[config.mk]
export PLATFORM = sky130hd
export DESIGN_NAME = mdio_reg_if_apb_bridge
export DESIGN_NICKNAME = d
export VERILOG_FILES = /design/src/rtl/mdio_reg_if_apb_bridge.sv
export SDC_FILE = /design/constraint.sdc
export NUM_CORES = 1
export LEC_CHECK = 0
export ABC_CLOCK_PERIOD_IN_PS = 2050
export BUFFER_PORTS_ARGS = -buffer_cell sky130_fd_sc_hd__buf_4
export CELL_PAD_IN_SITES_DETAIL_PLACEMENT = 0
export CELL_PAD_IN_SITES_GLOBAL_PLACEMENT = 1
export CORE_MARGIN = 2
export CORE_UTILIZATION = 30
export CTS_BUF_LIST = sky130_fd_sc_hd__clkbuf_4 sky130_fd_sc_hd__clkbuf_8
export DETAILED_ROUTE_END_ITERATION = 10
export GPL_TIMING_DRIVEN = 1
export PLACE_DENSITY = 0.68
export SETUP_SLACK_MARGIN = 0.2
export SYNTH_ARGS = -nofsm -noshare
export SYNTH_HDL_FRONTEND = slang
export SYNTH_SLANG_ARGS = --single-unit
[constraint.sdc]
create_clock -name clk_25m -period 2.05 [get_ports clk_25m]
set_input_delay 0.3075 -clock clk_25m [delete_from_list [all_inputs] [get_ports clk_25m]]
set_output_delay 0.3075 -clock clk_25m [all_outputs]
set_load 0.005 [all_outputs]
[src/rtl/mdio_reg_if_apb_bridge.sv]
// mdio_reg_if_apb_bridge
// Turns each reg_if request from the MDIO backend into one APB3 master
// transfer. A hung slave is cut off by an access-phase timeout, and both
// timeouts and slave errors return a fixed error word and set a sticky flag.
module mdio_reg_if_apb_bridge #(
  parameter int unsigned TIMEOUT_CYC = 64,
  parameter logic [15:0] ERR_RDATA   = 16'hFFFF
) (
  input  logic        clk_25m,
  input  logic        rst,
  // backend request side
  input  logic        reg_if_valid,
  input  logic [20:0] reg_if_addr,
  input  logic [15:0] reg_if_wdata,
  input  logic        reg_if_we,
  output logic [15:0] reg_if_rdata,
  output logic        reg_if_ready,
  // APB3 master side
  output logic [20:0] paddr,
  output logic [15:0] pwdata,
  output logic        pwrite,
  output logic        psel,
  output logic        penable,
  input  logic [15:0] prdata,
  input  logic        pready,
  input  logic        pslverr,
  // error reporting
  input  logic        err_clr,
  output logic        timeout_pulse,
  output logic        err_sticky
);

  // The counter only has to reach TIMEOUT_CYC-1.
  localparam int unsigned CNT_W = (TIMEOUT_CYC > 2) ? $clog2(TIMEOUT_CYC) : 1;
  localparam logic [CNT_W-1:0] CNT_LAST = CNT_W'(TIMEOUT_CYC - 1);

  localparam logic [2:0] S_IDLE     = 3'd0;
  localparam logic [2:0] S_SETUP    = 3'd1;
  localparam logic [2:0] S_ACCESS   = 3'd2;
  localparam logic [2:0] S_RESP     = 3'd3;
  localparam logic [2:0] S_WAIT_LOW = 3'd4;

  logic [2:0]       r_state;
  logic [CNT_W-1:0] r_cnt;
  logic [20:0]      r_paddr;
  logic [15:0]      r_pwdata;
  logic             r_pwrite;
  logic [15:0]      r_rdata;
  logic             r_err_sticky;

  logic w_access;
  logic w_done;
  logic w_timeout;
  logic w_capture;

  // Data handed back on a completed access: slave errors override the read
  // data, and writes return zero so stale prdata never leaks to the backend.
  function automatic logic [15:0] resp_data(input logic        slverr,
                                            input logic        is_write,
                                            input logic [15:0] rd);
    if (slverr)
      resp_data = ERR_RDATA;
    else if (is_write)
      resp_data = 16'h0000;
    else
      resp_data = rd;
  endfunction

  assign w_access  = (r_state == S_ACCESS);
  assign w_done    = w_access & pready;
  // pready on the last allowed cycle still counts as a normal completion.
  assign w_timeout = w_access & ~pready & (r_cnt == CNT_LAST);
  assign w_capture = (r_state == S_IDLE) & reg_if_valid;

  // Transfer sequencing: one APB transfer per backend request.
  always_ff @(posedge clk_25m or posedge rst) begin
    if (rst) begin
      r_state <= S_IDLE;
    end else begin
      case (r_state)
        S_IDLE:     if (reg_if_valid) r_state <= S_SETUP;
        S_SETUP:    r_state <= S_ACCESS;
        S_ACCESS:   if (w_done || w_timeout) r_state <= S_RESP;
        S_RESP:     r_state <= S_WAIT_LOW;
        S_WAIT_LOW: if (!reg_if_valid) r_state <= S_IDLE;
        default:    r_state <= S_IDLE;
      endcase
    end
  end

  // Request capture; later changes on the request bus are ignored.
  always_ff @(posedge clk_25m or posedge rst) begin
    if (rst) begin
      r_paddr  <= '0;
      r_pwdata <= '0;
      r_pwrite <= 1'b0;
    end else if (w_capture) begin
      r_paddr  <= reg_if_addr;
      r_pwdata <= reg_if_wdata;
      r_pwrite <= reg_if_we;
    end
  end

  // Access-phase wait counter, restarted in SETUP.
  always_ff @(posedge clk_25m or posedge rst) begin
    if (rst) begin
      r_cnt <= '0;
    end else if (r_state == S_SETUP) begin
      r_cnt <= '0;
    end else if (w_access && !pready && !w_timeout) begin
      r_cnt <= r_cnt + CNT_W'(1);
    end
  end

  // Response data latch, loaded when the access phase ends.
  always_ff @(posedge clk_25m or posedge rst) begin
    if (rst) begin
      r_rdata <= '0;
    end else if (w_done) begin
      r_rdata <= resp_data(pslverr, r_pwrite, prdata);
    end else if (w_timeout) begin
      r_rdata <= ERR_RDATA;
    end
  end

  // Sticky error flag; a new error beats a simultaneous clear.
  always_ff @(posedge clk_25m or posedge rst) begin
    if (rst) begin
      r_err_sticky <= 1'b0;
    end else if ((w_done && pslverr) || w_timeout) begin
      r_err_sticky <= 1'b1;
    end else if (err_clr) begin
      r_err_sticky <= 1'b0;
    end
  end

  // Bus strobes decode straight from state so reset drops them immediately.
  assign psel          = (r_state == S_SETUP) | w_access;
  assign penable       = w_access;
  assign paddr         = r_paddr;
  assign pwdata        = r_pwdata;
  assign pwrite        = r_pwrite;
  assign reg_if_ready  = (r_state == S_RESP);
  assign reg_if_rdata  = (r_state == S_RESP) ? r_rdata : 16'h0000;
  assign timeout_pulse = w_timeout;
  assign err_sticky    = r_err_sticky;

endmodule

==> flow_summary.json <==
{
  "timing.rr.start": "r_state[0]$_DFFE_PP0P_",
  "rsz0062_at_grt": "true",
  "groute.usage.overall": 0.147,
  "clockBufferDepth": 2,
  "crit_type": "flip-flop to primary output",
  "crit_required_ns": 1.74,
  "vias_per_cell": 4.80,
  "worst_ep_arrival_time_ns": 1.57,
  "grt_max_degree": 39,
  "synth_top_area_cell": "dfrtp_1",
  "cts_root_buffer": "clkbuf_8",
  "ys_types": 37,
  "gp_congestion": 0.724,
  "clock-sinks": 64,
  "crit_path_start_kind": "flip-flop",
  "maxSlewHeadroom": 0.544,
  "async_reset_ff_frac": 1.00,
  "yosysWarnings": 0,
  "final-setup-viol-count": 0,
  "worst_pin_slew_ns": 0.684,
  "synth-edff-count": 0,
  "period_needed_ns": 1.88,
  "finalClockSkew_ns": 0.00859,
  "synth_ff_type": "dfrtp_1",
  "ios": 119,
  "postSynthCellCount": 267,
  "area_delta_synth_final_pct": 45.3,
  "htree_levels": 3,
  "path_cells": "or4b_4 -> nor2_4 -> buf_4",
  "rows": 36,
  "place_area_mm2": 0.00403,
  "ff2ff_path_depth": 5,
  "syn_nets": 328,
  "first_pass_iters": 4,
  "crit_family": "simple AND/OR/NAND/NOR gates",
  "yosys.area.top_type_share": 0.532,
  "core_area_mm2": 0.00977,
  "min_period_over_period": 0.917,
  "n_antenna_cell": 0,
  "p_leak_nw": 2.06,
  "status": "complete, no violations",
  "grt_remaining_overflow": 0,
  "worst_r2r_endpoint": "pwdata[6]$_DFFE_PP0P_",
  "antenna_found_initial": 0,
  "slowest_stage": "or4b_4",
  "critPathBufInv": 1,
  "hold_violations": 0,
  "synth_most_common_cell": "dfrtp_1",
  "fin_setup_tns_ns": 0,
  "clk_pin_slew_ns": 0.08,
  "crit_fanout": 5,
  "die_x_um": 104,
  "ir_drop_mv": 0.598,
  "finalNetCount": 451,
  "cts_tree": "built",
  "hpwl_um": 5370,
  "syn_area_per_cell_um2": 11.3,
  "syn_area_mm2": 0.00301,
  "critPathMaxStageDelay_ns": 0.58,
  "max_freq_mhz": 532,
  "clk_latency_ns": 0.34,
  "slew_violations": 0,
  "drc": 0,
  "layout-drive-gt1-share": 0.514,
  "postRouteAntennaNets": 0,
  "yosysSeqAreaShare": 0.532,
  "ctsHoldBuffers": 0,
  "vias": 2533,
  "drt-total-wl_um": 8030,
  "grt_pass1_vias": 2554,
  "numPortBuffers": 118,
  "synth_commonest_cells": "dfrtp_1, mux2_2, nor3_1, nor2_1",
  "die_h_um": 104,
  "ys_ff_latch": 64,
  "cts_buffers": 9,
  "regToRegSetupSlack_ns": 0.25,
  "synth_area_leaders": "dfrtp_1, mux2_2, nor3_1",
  "num-fill-cells": 928,
  "grt_pass1_wl_um": 12800,
  "drv_cap": 0,
  "wl_per_cell_um": 15.2,
  "crit_path_end_kind": "primary output",
  "final_area_mm2": 0.00438,
  "p_per_area_mw_per_mm2": 1400,
  "dieArea_mm2": 0.0109,
  "initial_utilization": 0.308,
  "hp-class": "input pin to asynchronous set/reset pin",
  "drt-initial-drc-count": 122
}
## through the flow
step	cells	utilization	power, mW	hold WS (ns)	worst slack [ns]
2_1_floorplan	267	-	3.49	0.439	0.453
3_3_place_gp	504	0.412	4.54	0.456	0.281
3_5_place_dp	504	0.412	4.60	0.454	0.231
4_1_cts	526	0.445	6.14	0.0743	0.158
5_1_grt	528	0.448	6.52	0.0925	0.113
6_report	528	0.448	6.11	0.0715	0.170
## cells by family (layout without fill, tap and decap cells)
logic type / Yosys count / count (layout) / synth area share
multiplexers: 43 / 43 / 0.159
buffers and inverters: 25 / 153 / 0.0419
AND/OR/NAND/NOR: 107 / 107 / 0.199
adder cells (fa/ha/maj): 1 / 1 / 0.00415
flip-flops: 64 / 64 / 0.532
AO/OA/AOI/OAI: 27 / 27 / 0.0652
## layout by cell type, fill, tap and decap left out, types with 2 or more instances in the layout
cell type	count
buf_4	131
dfrtp_1	61
mux2_2	38
nor3_1	32
nor2_1	17
nor2b_1	16
a211oi_1	16
and2_1	16
clkbuf_8	10
nand2_1	8
mux2i_1	5
o21ai_0	3
inv_1	3
bufinv_16	3
dfrtp_2	3
or3b_4	2
a21oi_1	2
nand2b_1	2
a21o_1	2
clkinvlp_4	2
nand4_1	2
## state kept, by name, indices dropped and copies added (netlist names)
signal	cells
paddr	21
pwdata	16
r_rdata	16
r_cnt	6
r_state	3
err_sticky	1
pwrite	1
## routing by layer
metal	track usage	vias to the layer above	share of wire
met4	0.0579	0	0.014
met3	0.0658	11	0.095
li1	-	1179	-
met2	0.215	111	0.45
met1	0.190	1232	0.44
met5	0	-	0
## worst register-to-register path, stage by stage, from the launching register on
cell and delay [ns]:
dfrtp_2 0.44, buf_4 0.15, buf_4 0.14, nor4b_4 0.30, buf_12 0.26, mux2_2 0.39
## final cells by class
type / count / area (um^2) / share of cell area
multi-input cells: 178 / 1320 / 0.301
flip-flops and latches: 64 / 1610 / 0.367
clock inverters: 6 / 115 / 0.0263
clock buffers: 10 / 138 / 0.0314
repair buffers: 132 / 1000 / 0.229
inverters: 5 / 35.0 / 0.00800
well taps: 133 / 166 / 0.0380
## what timing repair did
item,4_1_cts,5_1_grt
pin swaps,2,1
endpoints found under the setup margin,19,19
setup buffers,6,2
resized for setup,11,3
## how the worst max path moves through the flow
stage	from	endpoint	slack [ns]	depth (start not counted)
final	r_state[0]$_DFFE_PP0P_	timeout_pulse	0.17	3
after global routing	r_state[0]$_DFFE_PP0P_	timeout_pulse	0.11	3
after CTS	r_state[2]$_DFFE_PP0P_	timeout_pulse	0.16	3
after detailed placement	r_cnt[0]$_DFFE_PP0P_	timeout_pulse	0.23	5
after global placement	r_cnt[0]$_DFFE_PP0P_	timeout_pulse	0.28	5
after floorplan	r_cnt[0]$_DFFE_PP0P_	timeout_pulse	0.45	5
## power breakdown
| part | total (mW) | leakage [nW] | internal [mW] | switching, mW |
|---|---|---|---|---|
| Clock | 1.39 | 0.123 | 0.848 | 0.542 |
| Sequential | 2.25 | 0.783 | 1.83 | 0.416 |
| Combinational | 2.47 | 1.15 | 1.46 | 1.01 |
| Total | 6.11 | 2.06 | 4.14 | 1.97 |
Power figures use the tool's default switching activity.
